### src/rtl/cr_mem_arbiter_if.sv
// cr_mem_arbiter_if: CPU, loader and memory-side signals of the shared ROM/RAM port arbiter.
// slave = arbiter view, master = CPU decode / loader / memory controller view.
interface cr_mem_arbiter_if #(
  parameter int unsigned ADDR_W = 24
);
  logic              cpu_req;
  logic              cpu_we;
  logic [ADDR_W-1:0] cpu_addr;
  logic [7:0]        cpu_din;
  logic [7:0]        cpu_dout;
  logic              cpu_valid;
  logic              cpu_ovf;
  logic              dl_req;
  logic [ADDR_W-1:0] dl_addr;
  logic [7:0]        dl_din;
  logic              dl_ack;
  logic              cache_inv;
  logic              mem_req;
  logic              mem_we;
  logic [ADDR_W-1:0] mem_addr;
  logic [7:0]        mem_din;
  logic [7:0]        mem_dout;
  logic              mem_ack;
  logic              busy;

  modport slave (
    input  cpu_req, cpu_we, cpu_addr, cpu_din,
    output cpu_dout, cpu_valid, cpu_ovf,
    input  dl_req, dl_addr, dl_din,
    output dl_ack,
    input  cache_inv,
    output mem_req, mem_we, mem_addr, mem_din,
    input  mem_dout, mem_ack,
    output busy
  );

  modport master (
    output cpu_req, cpu_we, cpu_addr, cpu_din,
    input  cpu_dout, cpu_valid, cpu_ovf,
    output dl_req, dl_addr, dl_din,
    input  dl_ack,
    output cache_inv,
    input  mem_req, mem_we, mem_addr, mem_din,
    output mem_dout, mem_ack,
    input  busy
  );
endinterface

### src/rtl/cr_mem_arbiter.sv
// cr_mem_arbiter: shares one ROM/RAM port between buffered CPU accesses and the ROM loader,
// CPU-priority with loader anti-starvation. Define CR_ARB_CACHE_EN for a one-entry read cache.
module cr_mem_arbiter #(
  parameter int unsigned ADDR_W     = 24,
  parameter int unsigned STARVE_MAX = 4
) (
  input  logic            clk,
  input  logic            reset_n,
  cr_mem_arbiter_if.slave bus
);

  typedef enum logic [1:0] {
    IDLE,
    GNT_CPU,
    GNT_DL
  } state_e;

  localparam logic [3:0] STARVE_LIM = 4'(STARVE_MAX);

  state_e            state_q;
  logic              cpu_pend_q;
  logic              cpu_we_q;
  logic [ADDR_W-1:0] cpu_addr_q;
  logic [7:0]        cpu_din_q;
  logic [3:0]        starve_q;
  logic              mem_req_q;
  logic              mem_we_q;
  logic [ADDR_W-1:0] mem_addr_q;
  logic [7:0]        mem_din_q;
  logic [7:0]        cpu_dout_q;
  logic              cpu_valid_q;
  logic              cpu_ovf_q;
  logic              dl_ack_q;

  logic              cpu_done;
  logic              cpu_acc;
  logic              cpu_hit;
  logic              cpu_miss;
  logic              cpu_want;
  logic              dl_want;
  logic              dl_force;
  logic [7:0]        hit_data;
  logic              sel_we;
  logic [ADDR_W-1:0] sel_addr;
  logic [7:0]        sel_din;

`ifdef CR_ARB_CACHE_EN
  logic              cache_vld_q;
  logic [ADDR_W-1:0] cache_addr_q;
  logic [7:0]        cache_data_q;

  // Hits are only served with the buffer empty so they never merge with a completion pulse.
  assign cpu_hit  = bus.cpu_req && !cpu_pend_q && !bus.cpu_we && cache_vld_q &&
                    (cache_addr_q == bus.cpu_addr);
  assign hit_data = cache_data_q;

  always_ff @(posedge clk or negedge reset_n) begin
    if (!reset_n) begin
      cache_vld_q  <= 1'b0;
      cache_addr_q <= '0;
      cache_data_q <= '0;
    end else if (bus.cache_inv) begin
      cache_vld_q <= 1'b0;
    end else if ((state_q != IDLE) && bus.mem_ack) begin
      if ((state_q == GNT_CPU) && !mem_we_q) begin
        cache_vld_q  <= 1'b1;
        cache_addr_q <= mem_addr_q;
        cache_data_q <= bus.mem_dout;
      end else if (cache_vld_q && (cache_addr_q == mem_addr_q)) begin
        cache_data_q <= mem_din_q;
      end
    end
  end
`else
  assign cpu_hit  = 1'b0;
  assign hit_data = '0;
`endif

  always_comb begin
    cpu_done = (state_q == GNT_CPU) && bus.mem_ack;
    cpu_acc  = bus.cpu_req && (!cpu_pend_q || cpu_done);
    cpu_miss = cpu_acc && !cpu_hit;
    cpu_want = cpu_pend_q || cpu_miss;
    // dl_req is still high in the cycle dl_ack is visible; that cycle must not re-grant it.
    dl_want  = bus.dl_req && !dl_ack_q;
    dl_force = dl_want && (starve_q == STARVE_LIM);
    sel_we   = cpu_pend_q ? cpu_we_q   : bus.cpu_we;
    sel_addr = cpu_pend_q ? cpu_addr_q : bus.cpu_addr;
    sel_din  = cpu_pend_q ? cpu_din_q  : bus.cpu_din;
  end

  always_ff @(posedge clk or negedge reset_n) begin
    if (!reset_n) begin
      state_q     <= IDLE;
      cpu_pend_q  <= 1'b0;
      cpu_we_q    <= 1'b0;
      cpu_addr_q  <= '0;
      cpu_din_q   <= '0;
      starve_q    <= '0;
      mem_req_q   <= 1'b0;
      mem_we_q    <= 1'b0;
      mem_addr_q  <= '0;
      mem_din_q   <= '0;
      cpu_dout_q  <= '0;
      cpu_valid_q <= 1'b0;
      cpu_ovf_q   <= 1'b0;
      dl_ack_q    <= 1'b0;
    end else begin
      cpu_valid_q <= 1'b0;
      cpu_ovf_q   <= bus.cpu_req && !cpu_acc;
      dl_ack_q    <= 1'b0;

      if (cpu_miss) begin
        cpu_pend_q <= 1'b1;
        cpu_we_q   <= bus.cpu_we;
        cpu_addr_q <= bus.cpu_addr;
        cpu_din_q  <= bus.cpu_din;
      end else if (cpu_done) begin
        cpu_pend_q <= 1'b0;
      end

      if (cpu_hit) begin
        cpu_valid_q <= 1'b1;
        cpu_dout_q  <= hit_data;
      end

      case (state_q)
        IDLE: begin
          if (cpu_want && !dl_force) begin
            state_q    <= GNT_CPU;
            mem_req_q  <= 1'b1;
            mem_we_q   <= sel_we;
            mem_addr_q <= sel_addr;
            mem_din_q  <= sel_din;
          end else if (dl_want) begin
            state_q    <= GNT_DL;
            mem_req_q  <= 1'b1;
            mem_we_q   <= 1'b1;
            mem_addr_q <= bus.dl_addr;
            mem_din_q  <= bus.dl_din;
          end
        end
        GNT_CPU: begin
          if (bus.mem_ack) begin
            state_q     <= IDLE;
            mem_req_q   <= 1'b0;
            cpu_valid_q <= 1'b1;
            if (!mem_we_q) begin
              cpu_dout_q <= bus.mem_dout;
            end
            if (bus.dl_req) begin
              starve_q <= (starve_q >= STARVE_LIM) ? STARVE_LIM : starve_q + 4'd1;
            end else begin
              starve_q <= '0;
            end
          end
        end
        GNT_DL: begin
          if (bus.mem_ack) begin
            state_q   <= IDLE;
            mem_req_q <= 1'b0;
            dl_ack_q  <= 1'b1;
            starve_q  <= '0;
          end
        end
        default: begin
          state_q   <= IDLE;
          mem_req_q <= 1'b0;
        end
      endcase
    end
  end

  assign bus.mem_req   = mem_req_q;
  assign bus.mem_we    = mem_we_q;
  assign bus.mem_addr  = mem_addr_q;
  assign bus.mem_din   = mem_din_q;
  assign bus.cpu_dout  = cpu_dout_q;
  assign bus.cpu_valid = cpu_valid_q;
  assign bus.cpu_ovf   = cpu_ovf_q;
  assign bus.dl_ack    = dl_ack_q;
  assign bus.busy      = (state_q != IDLE) || cpu_pend_q;

endmodule

### src/flat_wrapper.sv
// flat-port wrapper written by rule: the top's interface ports become plain ports
module cr_mem_arbiter_flat 
#(
  parameter int unsigned ADDR_W     = 24,
  parameter int unsigned STARVE_MAX = 4
)
  (clk, reset_n, bus_cpu_req, bus_cpu_we, bus_cpu_addr, bus_cpu_din, bus_cpu_dout, bus_cpu_valid, bus_cpu_ovf, bus_dl_req, bus_dl_addr, bus_dl_din, bus_dl_ack, bus_cache_inv, bus_mem_req, bus_mem_we, bus_mem_addr, bus_mem_din, bus_mem_dout, bus_mem_ack, bus_busy);
  cr_mem_arbiter_if #(.ADDR_W(ADDR_W)) bus_i ();
  input  logic clk;
  input  logic reset_n;
  input wire logic [$bits(bus_i.cpu_req)-1:0] bus_cpu_req;
  input wire logic [$bits(bus_i.cpu_we)-1:0] bus_cpu_we;
  input wire logic [$bits(bus_i.cpu_addr)-1:0] bus_cpu_addr;
  input wire logic [$bits(bus_i.cpu_din)-1:0] bus_cpu_din;
  output wire logic [$bits(bus_i.cpu_dout)-1:0] bus_cpu_dout;
  output wire logic [$bits(bus_i.cpu_valid)-1:0] bus_cpu_valid;
  output wire logic [$bits(bus_i.cpu_ovf)-1:0] bus_cpu_ovf;
  input wire logic [$bits(bus_i.dl_req)-1:0] bus_dl_req;
  input wire logic [$bits(bus_i.dl_addr)-1:0] bus_dl_addr;
  input wire logic [$bits(bus_i.dl_din)-1:0] bus_dl_din;
  output wire logic [$bits(bus_i.dl_ack)-1:0] bus_dl_ack;
  input wire logic [$bits(bus_i.cache_inv)-1:0] bus_cache_inv;
  output wire logic [$bits(bus_i.mem_req)-1:0] bus_mem_req;
  output wire logic [$bits(bus_i.mem_we)-1:0] bus_mem_we;
  output wire logic [$bits(bus_i.mem_addr)-1:0] bus_mem_addr;
  output wire logic [$bits(bus_i.mem_din)-1:0] bus_mem_din;
  input wire logic [$bits(bus_i.mem_dout)-1:0] bus_mem_dout;
  input wire logic [$bits(bus_i.mem_ack)-1:0] bus_mem_ack;
  output wire logic [$bits(bus_i.busy)-1:0] bus_busy;
  assign bus_i.cpu_req = bus_cpu_req;
  assign bus_i.cpu_we = bus_cpu_we;
  assign bus_i.cpu_addr = bus_cpu_addr;
  assign bus_i.cpu_din = bus_cpu_din;
  assign bus_cpu_dout = bus_i.cpu_dout;
  assign bus_cpu_valid = bus_i.cpu_valid;
  assign bus_cpu_ovf = bus_i.cpu_ovf;
  assign bus_i.dl_req = bus_dl_req;
  assign bus_i.dl_addr = bus_dl_addr;
  assign bus_i.dl_din = bus_dl_din;
  assign bus_dl_ack = bus_i.dl_ack;
  assign bus_i.cache_inv = bus_cache_inv;
  assign bus_mem_req = bus_i.mem_req;
  assign bus_mem_we = bus_i.mem_we;
  assign bus_mem_addr = bus_i.mem_addr;
  assign bus_mem_din = bus_i.mem_din;
  assign bus_i.mem_dout = bus_mem_dout;
  assign bus_i.mem_ack = bus_mem_ack;
  assign bus_busy = bus_i.busy;
  cr_mem_arbiter #(.ADDR_W(ADDR_W), .STARVE_MAX(STARVE_MAX)) u_core (.clk(clk), .reset_n(reset_n), .bus(bus_i));
endmodule
### config.mk
export PLATFORM = sky130hd
export DESIGN_NAME = cr_mem_arbiter_flat
export DESIGN_NICKNAME = d
export VERILOG_FILES = /design/src/rtl/cr_mem_arbiter_if.sv /design/src/rtl/cr_mem_arbiter.sv /design/src/flat_wrapper.sv
export SDC_FILE = /design/constraint.sdc
export NUM_CORES = 1
export LEC_CHECK = 0
export BUFFER_PORTS_ARGS = -buffer_cell sky130_fd_sc_hd__buf_2
export CORE_ASPECT_RATIO = 0.5
export CORE_MARGIN = 5
export CORE_UTILIZATION = 53
export CTS_BUF_LIST = sky130_fd_sc_hd__clkbuf_8
export DETAILED_ROUTE_END_ITERATION = 7
export HOLD_SLACK_MARGIN = 0.12
export PLACE_DENSITY = 0.82
export SLEW_MARGIN = 20
export SYNTH_ARGS = -nofsm -noshare
export SYNTH_HDL_FRONTEND = slang
export SYNTH_SLANG_ARGS = --single-unit
### constraint.sdc
create_clock -name clk -period 2.1 [get_ports clk]
set_input_delay 0.315 -clock clk [delete_from_list [all_inputs] [get_ports clk]]
set_output_delay 0.315 -clock clk [all_outputs]
set_load 0.01 [all_outputs]
# Word-level counts from Yosys, hierarchy flattened
# Cells that the tools add are included.
totals:
  output_inout_bits: 46
  latchBits: 0
  mem_count: 0
  register_bits: 85
  mem_bits_ro: 0
  ramBits: 0
  elab_cells: 73
  in_bits: 79
classes:
  n_bitwise: 1
  eq_ne: 7
  reduce_logical: 23
  n_lt_le_gt_ge: 1
  muxes: 26
  shifts: 0
  n_addsub: 1
  n_mul: 0
  n_div: 0
ops:
  columns: ["op", "count"]
  rows:
  - ["two-way mux 24 bit", 3]
  - ["two-way mux 8 bit", 3]
  - ["two-way mux 4 bit", 4]
  - ["two-way mux 1 bit", 10]
  - ["one-hot mux 4 bit (2 select lines)", 1]
  - ["nonzero test 2 bit", 4]
  - ["logical AND 1 bit", 6]
  - ["two-way mux 2 bit", 3]
  - ["AND reduction 3 bit", 2]
  - ["adder 4 x 1 -> 4 bit (second input constant)", 1]
  - ["equality test 4 x 3 -> 1 bit (second input constant)", 1]
  - ["greater-or-equal comparator 4 x 3 -> 1 bit (second input constant)", 1]
  - ["logical NOT 1 bit", 4]
  - ["inequality test 2 bit (second input constant)", 2]
  - ["one-hot mux 2 bit (2 select lines)", 1]
  - ["AND reduction 2 bit", 2]
  - ["logical OR 1 bit", 3]
  - ["inequality test 3 x 1 -> 1 bit (second input constant)", 1]
  - ["equality test 2 x 1 -> 1 bit (second input constant)", 1]
  - ["equality test 2 bit (second input constant)", 1]
  - ["logical NOT 2 bit", 1]
  - ["inequality test 2 x 1 -> 1 bit (second input constant)", 1]
  - ["one-hot mux 1 bit (2 select lines)", 1]
  - ["OR reduction 2 bit", 1]
  - ["NOT 1 bit", 1]

# Logic depth before layout (Yosys ltp)
depth:
  word_depth: 8
  ltp_mapped: 7
  ltp_nobuf: 6

# Worst setup path after synthesis
# Ideal clock, no wire load.
synth_timing:
  path_type: "reg2reg"
  from: "register u_core.state_q[1]"
  to: "register u_core.cpu_addr_q[10]"
  path_buffers: 1
  arrival_ns: 1.462
  stages_incl_launch_ff: 8
  period_less_slack_ns: 1.587
  path_slack_ns: 0.513
  required_ns: 1.975
  cell_sequence: "dfrtp_1 > inv_1 > ha_1 > nand2_1 > nand2_1 > nand2_1 > buf_2 > mux2_2"
synth_via:
  elab_chain_cells: 4
synth_rtl:
  columns: ["item", "line", "rtl"]
  rows:
  - ["start, declared", "cr_mem_arbiter.sv:20", "state_e state_q;"]
  - ["start signal, assigned", "cr_mem_arbiter.sv:94", "state_q <= IDLE;"]
  - ["start signal, assigned", "cr_mem_arbiter.sv:130", "state_q <= GNT_CPU;"]
  - ["start signal, assigned", "cr_mem_arbiter.sv:136", "state_q <= GNT_DL;"]
  - ["equality test 2 x 1 -> 1 bit", "cr_mem_arbiter.sv:80", "cpu_done = (state_q == GNT_CPU) && bus.mem_ack;"]
  - ["logical AND 1 bit", "cr_mem_arbiter.sv:80", null]
  - ["logical OR 1 bit", "cr_mem_arbiter.sv:81", "cpu_acc = bus.cpu_req && (!cpu_pend_q || cpu_done);"]
  - ["logical AND 1 bit", "cr_mem_arbiter.sv:81", null]
  - ["end signal, assigned", "cr_mem_arbiter.sv:116", "cpu_addr_q <= bus.cpu_addr;"]
  - ["end, declared", "cr_mem_arbiter.sv:23", "logic [ADDR_W-1:0] cpu_addr_q;"]
# No other way between the ends.
# A chain may end at the register's enable or synchronous reset.

# Worst setup path in the final report
layout_timing:
  from: "register u_core.cpu_pend_q"
  to: "output port bus_busy"
layout_via:
  elab_chain_cells: 1
layout_rtl:
  columns: ["item", "line", "rtl"]
  rows:
  - ["start, declared", "cr_mem_arbiter.sv:21", "logic cpu_pend_q;"]
  - ["start signal, assigned", "cr_mem_arbiter.sv:95", "cpu_pend_q <= 1'b0;"]
  - ["start signal, assigned", "cr_mem_arbiter.sv:114", "cpu_pend_q <= 1'b1;"]
  - ["start signal, assigned", "cr_mem_arbiter.sv:119", "cpu_pend_q <= 1'b0;"]
  - ["logical OR 1 bit", "cr_mem_arbiter.sv:182", "assign bus.busy = (state_q != IDLE) || cpu_pend_q;"]
  - ["end, declared", "flat_wrapper.sv:29", "output wire logic [$bits(bus_i.busy)-1:0] bus_busy;"]
# No other way between the ends.

==> reports/metrics.cfg <==
[die]
die_h_um = 71.5
io_pins = 125
start_util = 0.545
die-width_um = 133
die_area_um2 = 9500
core-area_um2 = 7350
num_rows = 22

[yosys]
yosys_warnings = 0
yosysSeqAreaShare = 0.531
synth_nets = 445
synth_compound_area_frac = 0.149
synth_area_um2 = 4010
synth_top_area_share = 0.531
muxShareOfSynthArea = 0.121
ys_ff_latch = 85
synth-edff-count = 0
synth_top_family_by_area = compound AO/OA/AOI/OAI gates
syn_avg_cell_area_um2 = 11.1
async_flop_share = 1.00
synthSimpleGateAreaFrac = 0.144
synth_xor_area_frac = 0
ys_dominant_reg_cell = dfrtp_1
synth_area_leaders = dfrtp_1 53%, mux2_2 12%, nor2b_1 5.2%, o22ai_1 5.0%, o31ai_1 4.1%
yosys.area.top_type = dfrtp_1
synth_cell_types = 32
syn_inst = 361
synth_fa_ha_area_frac = 0.0156

[global_route]
grt_max_degree = 45
grt_pass1_wl_um = 15500
antenna_found_initial = 0
grtUsageTotal = 0.207
grt_pass1_vias = 3256
gr-total-overflow = 0

[sta]
tns_ns = 0
setup_viol = 0
grt_setup_unrepaired = no
max_freq_mhz = 539
hold_ws_ns = 0.174
relSlewSlack = 0.731
clock_skew_ns = 0.00688
post-route-period-util = 0.884
final-hold-violation-count = 0
finalCriticalPeriod_ns = 1.86
slew_viol_final = 0
layout_setup_ws_ns = 0.244
tightest_slew_ns = 0.399

[routing]
vias_per_cell = 5.35
drt-initial-drc-count = 163
drtAntennaViolNets = 0
wl_per_cell_um = 16.0
finalWirelength_um = 9330
route.detailed.drc = 0
vias = 3127
dr.pass1.iters = 4

[clock_tree]
clockBufferDepth = 2
cts_root_buffer = clkbuf_8
cts_resized = 0
path_clk_slew_ns = 0.08
insertion_delay_ns = 0.37
cts-buffers-inserted = 9
cts_tree = yes
htreeDepth = 3
cts_sinks = 85

[setup_path]
cp_max_fo = 33
critPathTopFamily = buffers and inverters
cp-end-kind = primary output
path_cells = inv_1, buf_4, nand2_1, buf_2
r2r_cells = 7
worstSetupPathType = reg -> out
reg2reg_from = u_core.state_q[1]$_DFFE_PN0P_
worstPathRequired_ns = 1.78
rr_endpoint = u_core.cpu_addr_q[20]$_DFFE_PN0P_
crit_start = u_core.cpu_pend_q$_DFFE_PN0P_
r2r_slack_ns = 0.33
worst_path_max_delay_cell = dfrtp_1
critPathBufInv = 3
start_kind = flip-flop
cp.arrival_ns = 1.54
critPathMaxStageDelay_ns = 0.48

[status]
status = finished, final reports clean

[cells_and_area]
area_delta_synth_final_pct = 23.4
finalInstanceArea_um2 = 4940
multi_input_area_um2 = 1730
fill_cells = 590
layout.nets = 569
layout_common_cells = 122 x buf_2, 85 x dfrtp_1, 42 x mux2_2, 38 x nand2_1, 34 x nor2_1
layout_commonest_cell = buf_2
drive_gt1_frac = 0.425
antennaDiodeCount = 0
regArea_um2 = 2130

[min_path]
hold_depth = 2
hp-class = in -> reg
hold_start = bus_mem_dout[2]
hold_end = u_core.bus.cpu_dout[2]$_DFFE_PN0P_

[placed_design]
placed_area_um2 = 4740
dp_worst_setup_slack_ns = 0.349
hpwl_um = 6760
gp_congestion = 0.778
io_buffers = 123

[pwr]
cellPowerDensity_nw_per_um2 = 1480
vdd_drop_max_mv = 0.667
power_mw = 7.33
leakagePower_nw = 2.38

[job]
drv_cap = 0

-- what timing repair did --
| item | CTS | global route |
|---|---|---|
| hold buffers | 1 | 0 |
| setup buffers | 0 | 0 |
| endpoints found under the hold margin | 54 | 0 |
-- sequential cells by signal (all words and copies together), names as in the netlist --
| signal | flops |
|---|---|
| u_core.bus.cpu_dout | 8 |
| u_core.bus.cpu_ovf | 1 |
| u_core.bus.cpu_valid | 1 |
| u_core.bus.dl_ack | 1 |
| u_core.bus.mem_addr | 24 |
| u_core.bus.mem_din | 8 |
| u_core.bus.mem_req | 1 |
| u_core.bus.mem_we | 1 |
| u_core.cpu_addr_q | 24 |
| u_core.cpu_din_q | 8 |
| u_core.cpu_pend_q | 1 |
| u_core.cpu_we_q | 1 |
| u_core.starve_q | 4 |
| u_core.state_q | 2 |
-- per-layer routing --
metal  GRT usage  part of all wire
met2       0.343              0.48
met3      0.0757             0.053
met5           0                 0
met1       0.262              0.45
met4      0.0518             0.013
-- area by class of cell --
cell class,count,area share
inverter,7,0.00531
tap,96,0.0243
timing repair buffer,137,0.149
clock inverter,4,0.00962
multi-input combinational,245,0.351
sequential,85,0.430
clock buffer,11,0.0306
-- worst max path at each step --
stage | depth (start not counted) | slack [ns] | endpoint
2_1_floorplan | 7 | 0.51 | u_core.cpu_addr_q[10]$_DFFE_PN0P_
3_3_place_gp | 7 | 0.43 | u_core.cpu_din_q[7]$_DFFE_PN0P_
3_5_place_dp | 7 | 0.35 | u_core.cpu_addr_q[20]$_DFFE_PN0P_
4_1_cts | 4 | 0.24 | bus_busy
5_1_grt | 4 | 0.13 | bus_busy
6_report | 4 | 0.24 | bus_busy
-- logic make-up after synthesis --
| group | Yosys count |
|---|---|
| simple gates | 120 |
| flops | 85 |
| compound gates | 77 |
| mux | 43 |
| buf+inv | 31 |
| fa+ha+maj | 5 |
-- stage by stage --
stage,utilization,instances
2_1_floorplan,-,361
3_3_place_gp,0.644,569
3_5_place_dp,0.644,569
4_1_cts,0.673,585
5_1_grt,0.673,585
6_report,0.673,585
-- synthesized netlist by cell type (all sizes together), types with 2 or more instances --
cell type / number
dfrtp: 85
mux2: 42
nand2: 38
nor2: 34
nor2b: 34
o31ai: 33
o22ai: 32
buf: 22
inv: 7
ha: 5
nand2b: 5
a21oi: 4
o21ai: 3
and2: 2
clkbuf: 2
nand3: 2
nor3: 2
-- power breakdown --
| part | total (mW) | internal, mW | leakage [nW] | switching [mW] |
|---|---|---|---|---|
| clock | 1.19 | 0.604 | 0.101 | 0.584 |
| sequential | 2.86 | 2.45 | 1.03 | 0.409 |
| combinational | 3.28 | 1.61 | 1.25 | 1.67 |
| total | 7.33 | 4.67 | 2.38 | 2.66 |
No activity file was read; power rests on OpenSTA's default activity.
